[src/rtl/embox_pkg.sv]
// Shared definitions for the mailbox drainer: FSM state encoding and the
// default EMBOXLO/EMBOXHI byte addresses used by the embox register map.
package embox_pkg;

  localparam int unsigned EMBOX_DW = 32;
  localparam int unsigned EMBOX_AW = 20;

  localparam logic [EMBOX_AW-1:0] EMBOXLO_ADDR = 20'h00000;
  localparam logic [EMBOX_AW-1:0] EMBOXHI_ADDR = 20'h00004;

  typedef enum logic [2:0] {
    IDLE  = 3'd0,
    RD_LO = 3'd1,
    RD_HI = 3'd2,
    CAP   = 3'd3,
    HOLD  = 3'd4
  } drain_state_e;

  // The drainer owns the mi bus only while issuing its two reads.
  function automatic logic drainer_owns_bus(input drain_state_e s);
    return (s == RD_LO) || (s == RD_HI);
  endfunction

endpackage

[src/rtl/embox_mi_arb.sv]
// Combinational mi bus mux between the host register path and the drainer,
// plus the host stall indication while the drainer owns the bus.
module embox_mi_arb
  import embox_pkg::*;
#(
  parameter int unsigned     DW      = EMBOX_DW,
  parameter int unsigned     AW      = EMBOX_AW,
  parameter logic [AW-1:0]   LO_ADDR = AW'(EMBOXLO_ADDR),
  parameter logic [AW-1:0]   HI_ADDR = AW'(EMBOXHI_ADDR)
) (
  input  drain_state_e       state_i,
  input  logic               host_en_i,
  input  logic               host_we_i,
  input  logic [AW-1:0]      host_addr_i,
  input  logic [DW-1:0]      host_din_i,
  output logic               mi_en_o,
  output logic               mi_we_o,
  output logic [AW-1:0]      mi_addr_o,
  output logic [DW-1:0]      mi_din_o,
  output logic               host_wait_o
);

  logic drv_active;

  assign drv_active = drainer_owns_bus(state_i);

  always_comb begin
    // NOTE: every output gets a default before the override, so no path leaves one unassigned and no latch is inferred.
    mi_en_o   = host_en_i;
    mi_we_o   = host_we_i;
    mi_addr_o = host_addr_i;
    mi_din_o  = host_din_i;
    if (drv_active) begin
      mi_en_o   = 1'b1;
      mi_we_o   = 1'b0;
      mi_addr_o = (state_i == RD_HI) ? HI_ADDR : LO_ADDR;
      mi_din_o  = '0;
    end
  end

  // A stalled host request is not forwarded; the host must hold it.
  assign host_wait_o = host_en_i & drv_active;

endmodule

[src/rtl/embox_drain.sv]
// Mailbox drainer: reads each 64-bit embox entry (LO, then HI which pops) and
// presents it on a valid/ready message port while sharing the mi bus with the host.
module embox_drain
  import embox_pkg::*;
#(
  parameter int unsigned     DW      = EMBOX_DW,
  parameter int unsigned     AW      = EMBOX_AW,
  parameter logic [AW-1:0]   LO_ADDR = AW'(EMBOXLO_ADDR),
  parameter logic [AW-1:0]   HI_ADDR = AW'(EMBOXHI_ADDR),
  parameter int unsigned     CW      = 32
) (
  input  logic               clk,
  input  logic               reset,
  input  logic               drain_en,
  input  logic               embox_not_empty,
  output logic               mi_en,
  output logic               mi_we,
  output logic [AW-1:0]      mi_addr,
  output logic [DW-1:0]      mi_din,
  input  logic [DW-1:0]      mi_dout,
  input  logic               host_mi_en,
  input  logic               host_mi_we,
  input  logic [AW-1:0]      host_mi_addr,
  input  logic [DW-1:0]      host_mi_din,
  output logic [DW-1:0]      host_mi_dout,
  output logic               host_wait,
  output logic [2*DW-1:0]    msg_data,
  output logic               msg_valid,
  input  logic               msg_ready,
  output logic [CW-1:0]      msg_count
);

  drain_state_e      state_q;
  logic [DW-1:0]     lo_q;
  logic [2*DW-1:0]   msg_data_q;
  logic              msg_valid_q;
  logic [CW-1:0]     msg_count_q;
  logic              host_en_q;

  // NOTE: sequential state uses non-blocking assignments so every flop samples pre-edge values.
  always_ff @(posedge clk) begin
    if (reset) begin
      state_q     <= IDLE;
      lo_q        <= '0;
      msg_data_q  <= '0;
      msg_valid_q <= 1'b0;
      msg_count_q <= '0;
      host_en_q   <= 1'b0;
    end else begin
      host_en_q <= host_mi_en;
      unique case (state_q)
        IDLE: begin
          // host_en_q masks the stale not_empty in the cycle after a host pop.
          if (drain_en && embox_not_empty && !host_mi_en && !host_en_q) begin
            state_q <= RD_LO;
          end
        end
        RD_LO: state_q <= RD_HI;
        RD_HI: begin
          lo_q    <= mi_dout;
          state_q <= CAP;
        end
        CAP: begin
          msg_data_q  <= {mi_dout, lo_q};
          msg_valid_q <= 1'b1;
          state_q     <= HOLD;
        end
        HOLD: begin
          if (msg_valid_q && msg_ready) begin
            msg_valid_q <= 1'b0;
            msg_count_q <= msg_count_q + CW'(1);
            state_q     <= IDLE;
          end
        end
        default: state_q <= IDLE;
      endcase
    end
  end

  embox_mi_arb #(
    .DW      (DW),
    .AW      (AW),
    .LO_ADDR (LO_ADDR),
    .HI_ADDR (HI_ADDR)
  ) u_arb (
    .state_i     (state_q),
    .host_en_i   (host_mi_en),
    .host_we_i   (host_mi_we),
    .host_addr_i (host_mi_addr),
    .host_din_i  (host_mi_din),
    .mi_en_o     (mi_en),
    .mi_we_o     (mi_we),
    .mi_addr_o   (mi_addr),
    .mi_din_o    (mi_din),
    .host_wait_o (host_wait)
  );

  assign host_mi_dout = mi_dout;
  assign msg_data     = msg_data_q;
  assign msg_valid    = msg_valid_q;
  assign msg_count    = msg_count_q;

endmodule
[config.mk]
export PLATFORM = sky130hd
export DESIGN_NAME = embox_drain
export DESIGN_NICKNAME = d
export VERILOG_FILES = /design/src/rtl/embox_pkg.sv /design/src/rtl/embox_mi_arb.sv /design/src/rtl/embox_drain.sv
export SDC_FILE = /design/constraint.sdc
export NUM_CORES = 1
export LEC_CHECK = 0
export ABC_AREA = 1
export ABC_CLOCK_PERIOD_IN_PS = 1280
export BUFFER_PORTS_ARGS = -buffer_cell sky130_fd_sc_hd__clkbuf_2
export CORE_ASPECT_RATIO = 0.6
export CORE_MARGIN = 5
export CORE_UTILIZATION = 43
export DETAILED_ROUTE_END_ITERATION = 6
export PLACE_DENSITY = 0.88
export SKIP_CTS_REPAIR_TIMING = 1
export SYNTH_ARGS = -nofsm -noshare
export SYNTH_HDL_FRONTEND = slang
export SYNTH_SLANG_ARGS = --single-unit
[constraint.sdc]
create_clock -name clk -period 1.28 [get_ports clk]
set_input_delay 0.256 -clock clk [delete_from_list [all_inputs] [get_ports clk]]
set_output_delay 0.256 -clock clk [all_outputs]
set_load 0.02 [all_outputs]
==> results.py <==
metrics = {
    "status": {
        "status": "finished, violations left",
        "violations": "negative setup slack",
    },
    "yosys": {
        "post-synth-top-count-cell": "nor2_1",
        "synth_edf_count": 0,
        "ys.flop_type": "dfxtp_1",
        "async_reset_ff_share_pct": 0,
        "ys_seq_area_share_pct": 44.5,
        "synth_top_area_share_pct": 44.5,
        "synthTopCellsByArea": "dfxtp_1, nor2_1, o21ai_0, inv_1, nand2_1",
        "netlist_area_sq_mm": 0.00598,
        "synth_cell_types": 27,
        "synth_cells": 887,
        "synth-seq-cells": 133,
        "yosysTopAreaCell": "dfxtp_1",
        "yosysWarnings": 0,
        "synthTopCellsByCount": "nor2_1, dfxtp_1, inv_1",
        "syn_nets": 979,
        "synth.avg_cell_area_sq_um": 6.74,
    },
    "global_routing": {
        "overflow": 0,
        "antenna_found_initial": 0,
        "grt_pass1_vias": 6007,
        "grt_pass1_wl_um": 29900,
        "grtUsageTotal_pct": 22.3,
        "grt_max_degree": 65,
    },
    "die": {
        "io_pins": 275,
        "core_area_sq_mm": 0.0136,
        "die_y_um": 101,
        "initial_core_util_pct": 43.9,
        "rows": 33,
        "die_area_sq_mm": 0.0164,
        "die_x_um": 162,
    },
    "sta": {
        "whs_ns": 0.107,
        "max_freq_mhz": 560,
        "finalSetupViolCount": 191,
        "drv_slew": 0,
        "min_period_ns": 1.79,
        "tightest_slew_ns": 0.337,
        "rsz0062_at_grt": "true",
        "fin_skew_ns": 0.0123,
        "setup_ws_ns": -0.506,
        "final_hold_viol_count": 0,
        "relSlewSlack_pct": 77.4,
        "fin_crit_sh_pct": 139,
    },
    "cells_and_area": {
        "final_nets": 1308,
        "drive_gt1_share_pct": 49.1,
        "multi_input_area_sq_mm": 0.00339,
        "area_growth_pct": 69.9,
        "fin_cells": 1404,
        "area.sequential_sq_mm": 0.00272,
        "nFillCells": 981,
        "fin_area_sq_mm": 0.0102,
        "n_antenna_cell": 0,
    },
    "clocking": {
        "h-tree-depth": 4,
        "cts_buffer_depth": 2,
        "cts_buffers": 17,
        "cts.clk_slew.worst_paths_ns": 0.06,
        "clock-root-buffer": "clkbuf_16",
        "clock-sinks": 133,
        "clock_latency_ns": 0.40,
        "tritoncts": "yes",
    },
    "worst_setup_path": {
        "r2r_setup_slack_ns": -0.43,
        "worstPathRequired_ns": 1.02,
        "crit_path_start_kind": "flip-flop",
        "path_cells": "inv_4 > nand3_4 > nand2_8 > clkbuf_16 > nor2_4 > buf_6",
        "path_class": "flip-flop to primary output",
        "endpoint_kind": "primary output",
        "crit_path_top_delay_cell": "dfxtp_4",
        "cp_max_fo": 7,
        "critPathArrivalTime_ns": 1.53,
        "critical_path.max_stage_delay_ns": 0.39,
    },
    "power_and_ir_drop": {
        "power_per_cell_area_mw_per_mm2": 1280,
        "intPower_uw": 8830,
        "p_clk_share_pct": 37.2,
        "switching_share_pct": 32.2,
        "p_comb_share_pct": 28.0,
        "pwr-share-seq_pct": 34.7,
        "p_switching_uw": 4190,
        "power.leakage_uw": 0.00493,
        "ir_drop_v": 0.000950,
    },
    "placement": {
        "port_buffers": 274,
        "place_inst": 1338,
        "gp_congestion": 0.906,
        "dpl-instance-area_sq_mm": 0.00826,
        "dp_hpwl_um": 14800,
    },
    "drt": {
        "wire_per_inst_um": 17.1,
        "firstDrtPassIters": 5,
        "drtAntennaViolNets": 0,
        "remaining_drc_errors": 0,
        "wl_um": 24000,
        "routed-via-count": 7121,
        "drtIter0Drc": 534,
        "vias_per_cell": 5.07,
    },
    "min_path": {
        "hold_path_class": "input pin to flip-flop",
    },
    "job": {
        "maxCapViolCount": 0,
    },
}
layout by cell type (no fill, tap or decap), types with 12 or more instances in the layout:
cell type	netlist	routed
clkbuf_2	0	234
nor2_1	303	214
dfxtp_1	133	108
inv_1	108	99
nor2_4	3	80
o21ai_0	107	72
nand2_1	78	67
buf_4	32	62
buf_6	1	60
clkbuf_16	0	27
nor2_2	8	20
o21ai_1	2	20
o21ai_2	0	17
dfxtp_2	0	15
nand4_1	12	12
a21oi_1	16	12
critical path: cells and delay by family, from the launching register on:
| kind | cells | cell delay, ns |
|---|---|---|
| flip-flops | 1 | 0.39 |
| buffers and inverters | 3 | 0.39 |
| AND/OR/NAND/NOR | 3 | 0.35 |
metal layers:
layer  track usage [%]  share of wire, %  vias to the layer above
met2              33.7                48                      354
li1                  -                 -                     3394
met5                 0                 0                        -
met3              6.47                10                       31
met1              31.8                41                     3342
met4              4.87               1.3                        0
per-stage QoR:
stage	total power [uW]	worst slack (ns)	util (%)	TNS [ns]
after detailed placement	7320	-0.219	60.6	-19.66
after global routing	13500	-0.562	74.6	-61.94
after floorplan	6490	-0.0760	-	-0.153
after global placement	7260	-0.165	60.6	-13.87
final	13000	-0.506	74.6	-49.17
after CTS	12100	-0.601	65.0	-45.34
power groups by stage:
stage	registers [uW]	logic (uW)	clock network, uW
2_1_floorplan	4630	1860	0
3_3_place_gp	4550	2700	0
3_5_place_dp	4560	2760	0
4_1_cts	4480	2760	4890
5_1_grt	4550	3850	5140
6_report	4520	3650	4850
sequential cells by signal, summed over array words and instances, names as in the netlist:
register	count
msg_data	64
lo_q	32
msg_count	32
host_en_q	1
state_q	3
msg_valid	1
final timing paths:
kind,startpoint,to,depth (start not counted)
setup / recovery,state_q[1],mi_addr[9],6
hold / removal,mi_dout[22],msg_data[54],3
setup reg to reg,state_q[1],msg_data[34],8
hold reg to reg,lo_q[0],msg_data[0],2
cell families (layout without fill, tap and decap cells):
group / Yosys count / in the layout / synth area share [%]
AO/OA/AOI/OAI: 126 / 126 / 10.6
XOR/XNOR: 4 / 4 / 0.586
adder cells (fa/ha/maj): 1 / 1 / 0.209
buffers and inverters: 181 / 521 / 13.9
flip-flops: 133 / 133 / 44.5
AND/OR/NAND/NOR: 442 / 444 / 30.2
layout make-up:
type	count	share of cell area, %
clock buffer	19	4.36
inverter	109	4.15
timing repair inverter	1	0.0615
tap	175	2.15
multi-input combinational	575	33.4
timing repair buffer	379	27.7
clock inverter	13	1.45
sequential	133	26.7
Power figures use the tool's default switching activity.
